## src/rtl/difftest_instr_commit_pkg.sv

```systemverilog
// Shared definitions for the instruction-commit difftest checker: default
// datapath geometry, the good-trap code and the GPR index type.
package difftest_instr_commit_pkg;

    localparam int XLEN      = 32;
    localparam int NREG      = 32;
    localparam int REG_IDX_W = 5;

    // Trap code reported by the core for a successful program exit.
    localparam logic [2:0] GOOD_TRAP = 3'd0;

    typedef logic [REG_IDX_W-1:0] reg_idx_t;

    // Only the low bits of the core's 8-bit destination field name a GPR.
    function automatic reg_idx_t dest_idx(input logic [7:0] wdest);
        return wdest[REG_IDX_W-1:0];
    endfunction

endpackage

```

## src/rtl/difftest_instr_commit_shadow_rf.sv

```systemverilog
// Shadow architectural register file for the difftest checker.
// One write port, every entry visible at once on a flat read bus.
// Entry 0 is hard-wired to zero and never stored.
module difftest_shadow_rf
    import difftest_instr_commit_pkg::*;
#(
    parameter int XLEN = difftest_instr_commit_pkg::XLEN,
    parameter int NREG = difftest_instr_commit_pkg::NREG
) (
    input  logic                 clock,
    input  logic                 reset_n,
    input  logic                 we,
    input  reg_idx_t             waddr,
    input  logic [XLEN-1:0]      wdata,
    output logic [NREG*XLEN-1:0] rdata_flat
);

    assign rdata_flat[0 +: XLEN] = '0;

    for (genvar i = 1; i < NREG; i++) begin : g_entry
        logic [XLEN-1:0] q;

        // Capture the write data when this entry is addressed.
        always_ff @(posedge clock or negedge reset_n) begin
            if (!reset_n) begin
                q <= '0;
            end else if (we && (int'(waddr) == i)) begin
                q <= wdata;
            end
        end

        assign rdata_flat[i*XLEN +: XLEN] = q;
    end

endmodule

```

## src/rtl/difftest_instr_commit.sv

```systemverilog
// Instruction-commit difftest checker.
// Tracks accepted commits, mirrors GPR writes into a shadow register file,
// compares the core's reported GPR state against the shadow one cycle after
// each checked commit, and records the first trap seen.
module difftest_instr_commit
    import difftest_instr_commit_pkg::*;
#(
    parameter int XLEN = difftest_instr_commit_pkg::XLEN,
    parameter int NREG = difftest_instr_commit_pkg::NREG
) (
    input  logic                 clock,
    input  logic                 reset_n,
    input  logic [7:0]           coreid,
    input  logic [7:0]           index,
    input  logic                 valid,
    input  logic [XLEN-1:0]      pc,
    input  logic [31:0]          instr,
    input  logic                 skip,
    input  logic                 wen,
    input  logic [7:0]           wdest,
    input  logic [XLEN-1:0]      wdata,
    input  logic [NREG*XLEN-1:0] gpr_flat,
    input  logic                 trap_valid,
    input  logic [2:0]           trap_code,
    input  logic [63:0]          cycle_cnt,
    input  logic [63:0]          instr_cnt,
    output logic [63:0]          commit_count,
    output logic [XLEN-1:0]      last_pc,
    output logic [31:0]          last_instr,
    output logic                 mismatch,
    output reg_idx_t             mismatch_reg,
    output logic [XLEN-1:0]      mismatch_pc,
    output logic                 trap_hit,
    output logic                 good_trap,
    output logic [XLEN-1:0]      trap_pc,
    output logic                 cnt_error
);

    logic                 commit_acc;
    logic                 trap_fire;
    logic [63:0]          count_nxt;
    logic [XLEN-1:0]      last_pc_nxt;
    reg_idx_t             wr_idx;
    logic                 shadow_we;
    logic [NREG*XLEN-1:0] shadow_flat;

    logic                 cmp_vld_p1;
    logic [XLEN-1:0]      cmp_pc_p1;
    logic                 diff_any;
    reg_idx_t             diff_idx;

    logic [7:0]           coreid_q;
    logic [7:0]           index_q;
    logic [2:0]           trap_code_q;

    // Once a trap has been recorded the checker stops accepting commits.
    assign commit_acc  = valid && !trap_hit;
    assign trap_fire   = trap_valid && !trap_hit;

    // A commit in the trap cycle counts first, so the trap sees the
    // post-commit count and PC.
    assign count_nxt   = commit_acc ? commit_count + 64'd1 : commit_count;
    assign last_pc_nxt = commit_acc ? pc : last_pc;

    assign wr_idx      = dest_idx(wdest);
    assign shadow_we   = commit_acc && wen && (wr_idx != '0);

    difftest_shadow_rf #(
        .XLEN (XLEN),
        .NREG (NREG)
    ) u_shadow (
        .clock      (clock),
        .reset_n    (reset_n),
        .we         (shadow_we),
        .waddr      (wr_idx),
        .wdata      (wdata),
        .rdata_flat (shadow_flat)
    );

    // Commit bookkeeping: count, last PC/instruction and status fields.
    always_ff @(posedge clock or negedge reset_n) begin
        if (!reset_n) begin
            commit_count <= '0;
            last_pc      <= '0;
            last_instr   <= '0;
            index_q      <= '0;
            coreid_q     <= '0;
        end else begin
            coreid_q <= coreid;
            if (commit_acc) begin
                commit_count <= count_nxt;
                last_pc      <= pc;
                last_instr   <= instr;
                index_q      <= index;
            end
        end
    end

    // ---- stage p0 -> p1: remember a checked commit for next-cycle compare
    always_ff @(posedge clock or negedge reset_n) begin
        if (!reset_n) begin
            cmp_vld_p1 <= 1'b0;
            cmp_pc_p1  <= '0;
        end else begin
            cmp_vld_p1 <= commit_acc && !skip;
            cmp_pc_p1  <= pc;
        end
    end

    // Lowest-index disagreement between the core's GPRs and the shadow file.
    always_comb begin
        diff_any = 1'b0;
        diff_idx = '0;
        for (int i = NREG - 1; i >= 0; i--) begin
            if (gpr_flat[i*XLEN +: XLEN] != shadow_flat[i*XLEN +: XLEN]) begin
                diff_any = 1'b1;
                diff_idx = REG_IDX_W'(i);
            end
        end
    end

    // ---- stage p1: sticky mismatch capture; only the first one is kept
    always_ff @(posedge clock or negedge reset_n) begin
        if (!reset_n) begin
            mismatch     <= 1'b0;
            mismatch_reg <= '0;
            mismatch_pc  <= '0;
        end else if (cmp_vld_p1 && diff_any && !mismatch) begin
            mismatch     <= 1'b1;
            mismatch_reg <= diff_idx;
            mismatch_pc  <= cmp_pc_p1;
        end
    end

    // First trap capture: code, PC and commit-count consistency.
    always_ff @(posedge clock or negedge reset_n) begin
        if (!reset_n) begin
            trap_hit    <= 1'b0;
            trap_code_q <= '0;
            trap_pc     <= '0;
            cnt_error   <= 1'b0;
        end else if (trap_fire) begin
            trap_hit    <= 1'b1;
            trap_code_q <= trap_code;
            trap_pc     <= last_pc_nxt;
            cnt_error   <= (instr_cnt != count_nxt);
        end
    end

    assign good_trap = trap_hit && (trap_code_q == GOOD_TRAP);

    // Informational inputs and status latches with no output of their own.
    logic unused_status;
    assign unused_status = ^{cycle_cnt, coreid_q, index_q, wdest[7:REG_IDX_W]};

endmodule

```

## config.mk

```make
export PLATFORM = sky130hd
export DESIGN_NAME = difftest_instr_commit
export DESIGN_NICKNAME = d
export VERILOG_FILES = /design/src/rtl/difftest_instr_commit_pkg.sv /design/src/rtl/difftest_instr_commit_shadow_rf.sv /design/src/rtl/difftest_instr_commit.sv
export SDC_FILE = /design/constraint.sdc
export NUM_CORES = 2
export LEC_CHECK = 0
export CAP_MARGIN = 20
export CORE_AREA = 10 10 575 577
export CTS_CLUSTER_DIAMETER = 200
export DETAILED_ROUTE_END_ITERATION = 12
export DIE_AREA = 0 0 585 587
export PLACE_DENSITY_LB_ADDON = 0.05
export SYNTH_ARGS = -nofsm -noshare
export SYNTH_HDL_FRONTEND = slang
export SYNTH_SLANG_ARGS = --single-unit
```

## constraint.sdc

```tcl
create_clock -name clock -period 3.3 [get_ports clock]
set_input_delay 0.66 -clock clock [delete_from_list [all_inputs] [get_ports clock]]
set_output_delay 0.66 -clock clock [all_outputs]
set_load 0.005 [all_outputs]
```

==> summary.md <==
| Metric | Value |
|---|---|
| Crit-path max FO | 8 |
| Worst EP required | 4.01 ns |
| Setup Total Neg Slack | -9.07 ns |
| Clk pin slew, worst setup/hold paths | 0.06 ns |
| Yosys top cell by area | dfrtp_1 |
| Die area | 343000 um2 |
| Max FFs per register | 992 |
| Fmax | 0.278 GHz |
| Routability cong. | 0.852 |
| Adder-cell share of the synthesized area | 0.0382% |
| Initial antenna violation count | 362 |
| VDD IR max | 0.352 mV |
| Cell Pwr Density | 433 nW/um2 |
| Endpoints failing setup | 37 |
| Minimum clock period | 3.59 ns |
| Post-synthesis cell count | 4705 |
| Vias | 46100 |
| Min-delay src | pc[28] |
| Hold Path Stages | 1 |
| Top_reg_cell synth | dfrtp_1 |
| CTS HTree Levels | 4 |
| Critical path type | flip-flop to flip-flop |
| R2R Path End | mismatch_pc[20] |
| DR vias/cell | 4.21 |
| FF-to-FF path depth | 13 |
| Top cells by area, synth | dfrtp_1 (52%), mux2_2 (20%), xor2_1 (10%) |
| TritonRoute pass-1 iters | 5 |
| Chip width | 585 um |
| Post-Synth XOR/XNOR Area | 16.6% |
| Total GRT Usage | 20.7% |
| Cell mode on critical path | buf_4 |
| Post-synth EDFFs | 0 |
| Reg2reg setup slack | -0.29 ns |
| Tcrit/Tclk final | 109% |
| Max-Cap Viols | 0 |
| Distinct cell type count after synthesis | 77 |
| Total core area | 320000 um2 |
| Synth top area share | 52.1% |
| CTS sink cnt | 1228 |
| Grt total ovfl | 0 |
| Final hold viol count | 0 |
| Final Slew Violations | 0 |
| Wirelength per Cell | 33.6 um |
| Post-synthesis compound-gate area fraction | 1.19% |
| Async S/R FF share, synth | 100% |
| RSZ-0062 raised after global routing | yes |
| Seq/Total Area, Yosys | 52.1% |
| DRC | 0 |
| Status | finished with violations |
| Synth Area per Inst | 12.5 um2 |
| Worst Setup Slack, final | -0.292 ns |
| Routed WL | 368 mm |
| Biggest register | u_shadow.g_entry.q |
| First-pass GRT wire length | 483 mm |
| CP Capture Type | flip-flop |
| # rows | 208 |
| Largest family of logic cells by synthesized area | multiplexers |
| Violated checks | negative setup slack |
| Static Leakage | 41.1 nW |
| Worst min path class | input pin to flip-flop |
| Setup WS pre-CTS | -1.83 ns |
| Iteration-0 DRC Markers | 2123 |
| Share of cells above drive strength 1 | 28.9% |
| CTS buffer count | 173 |
| Pin count of the biggest net entering global routing | 84 |
| #FFs+latches synth | 1228 |
| Root Buffer | clkbuf_16 |
| Largest registers | u_shadow.g_entry.q x992, commit_count x64 |
| Ys Warns | 0 |
| Arrival @ worst endpoint | 4.30 ns |
| Worst-Skew Late Latency | 0.84 ns |
| Slew headroom | 31.6% |
| Die height | 587 um |
| Mapped Area | 59000 um2 |
| Critical R2R Launch | u_shadow.g_entry[12].q[21] |
| Mux contribution to synthesized area | 19.6% |
| Starting Density | 18.5% |
| Crit-path slowest cell | nor4_1 |
| Fin cells | 10900 |
| Nets | 7829 |
| Routed Antenna Nets | 0 |
| CP delay by family, top | simple AND/OR/NAND/NOR gates |
| Synthesis-to-finish area growth | 50.2% |
| Detailed Place HPWL | 280 mm |
| Hold endpoint | cmp_pc_p1[28] |
| Clk_skew | 0.0407 ns |
| Measured slew at the worst slew-check pin | 1.03 ns |
| Clock buffer depth | 4 |
| Num ports | 1482 |
| Worst path max stage delay | 0.73 ns |
| I/O Buffers | 1398 |
| Synth Net Count | 5987 |
| Total power | 38.3 mW |
| Via count of the first global-routing pass | 50000 |
| Buf+Inv Stages, Crit Path | 5 |
| Simple-Gate Fraction of Synth Area | 8.62% |
| CTS tree | yes |
| Worst-path cell chain | xnor2_1 > nand4_1 > nor4_1 > buf_4 > nand2_1 > nor4_1 > buf_4 > nor3b_1 > buf_4 > a311oi_4 > buf_12 > buf_16 > mux2_2 |
| Number of fill cells in the layout | 33200 |
| Critical Path Start Type | flip-flop |
| Placed insts | 10600 |
worst reg2reg max path, cell delays in order, from the launching register on:
cell,delay [ns]
dfrtp_1,0.40
xnor2_1,0.21
nand4_1,0.15
nor4_1,0.73
buf_4,0.24
nand2_1,0.06
nor4_1,0.33
buf_4,0.18
nor3b_1,0.20
buf_4,0.19
a311oi_4,0.11
buf_12,0.17
buf_16,0.20
mux2_2,0.29
worst max path at each step:
stage / startpoint / to / depth (start not counted)
floorplan: valid / cnt_error / 10
global placement: gpr_flat[147] / mismatch_pc[26] / 12
detailed placement: gpr_flat[987] / mismatch_pc[26] / 13
CTS: u_shadow.g_entry[30].q[5] / mismatch_pc[27] / 13
global route: u_shadow.g_entry[30].q[5] / mismatch_pc[16] / 13
finish: u_shadow.g_entry[12].q[21] / mismatch_pc[20] / 13
synthesized netlist by cell type, drive strengths merged (7+ instances only):
master,number
nand3,53
and4,10
clkbuf,188
nand2b,8
a21oi,12
nor4,218
xnor2,414
and3,19
a31oi,7
nand4,162
dfrtp,1228
nand3b,10
nor2,64
nor3,19
mux2,1026
nand2,363
or4,8
o21ai,11
xor2,694
nor3b,10
buf,60
inv,19
metal layers:
metal | wire length, um | share of wire, % | track usage, %
met1 | 142000 | 39 | 23.5
met2 | 187000 | 51 | 37.6
met3 | 28700 | 7.8 | 6.78
met4 | 9440 | 2.6 | 4.37
met5 | 1080 | 0.29 | 0
stage by stage:
step	hold slack (ns)	util (%)	cell area, um2
floorplan	0.364	-	59000
global placement	0.444	25.8	82300
detailed placement	0.460	25.8	82300
CTS	0.214	27.5	87900
global route	0.260	27.7	88400
finish	0.304	27.7	88600
timing repair:
| action | 4_1_cts | 5_1_grt |
|---|---|---|
| hold buffers | 1 | 0 |
| gates cloned | 3 | 1 |
| setup buffers | 4 | 14 |
| resized for setup | 27 | 68 |
| pin swaps | 10 | 28 |
| endpoints found under the setup margin | 39 | 40 |
| hold endpoints to repair | 62 | 0 |
area by class of cell:
type	instances	area [um2]	share of cell area, %
Antenna cell	82	205	0.232
Sequential cell	1228	30700	34.7
Clock buffer	262	4990	5.64
Clock inverter	30	275	0.311
Inverter	19	71.3	0.0805
Tap cell	4200	5260	5.93
Timing Repair Buffer	1915	19100	21.6
Multi-Input combinational cell	3210	27900	31.5
cell usage in the layout (no fill, tap or decap), types with 5 or more instances in the layout:
cell type	instances
clkdlybuf4s50_1	1365
dfrtp_1	1227
mux2_2	1024
xor2_1	692
buf_4	437
xnor2_1	400
nand2_1	360
nor4_1	186
clkbuf_16	173
nand4_1	160
buf_12	96
diode_2	82
clkbuf_1	56
nor2_1	54
nand3_1	40
clkbuf_8	33
nor4_2	24
inv_1	19
and3_1	19
clkinv_2	18
nor3_1	15
xnor2_2	14
a21oi_1	12
o21ai_0	11
nand3_2	11
nand3b_1	10
nor2_4	9
nor4_4	8
and4_1	8
buf_6	8
a31oi_1	7
nor3b_1	6
nand2b_1	6
xnor3_1	5
inv_6	5
kinds of logic after synthesis:
family / Yosys count
xor gates and xnor gates: 1113
adders and majority gates: 2
DFF: 1228
AOI/OAI and AO/OA: 94
muxes: 1029
buffers and inverters: 267
and+or+nand+nor: 972
power breakdown:
part | total [mW] | switching, mW | internal (mW)
clock network | 18.1 | 7.59 | 10.5
registers | 15.6 | 0.238 | 15.3
logic | 4.60 | 2.27 | 2.33
total | 38.3 | 10.1 | 28.2
No activity file was read; power rests on OpenSTA's default activity.
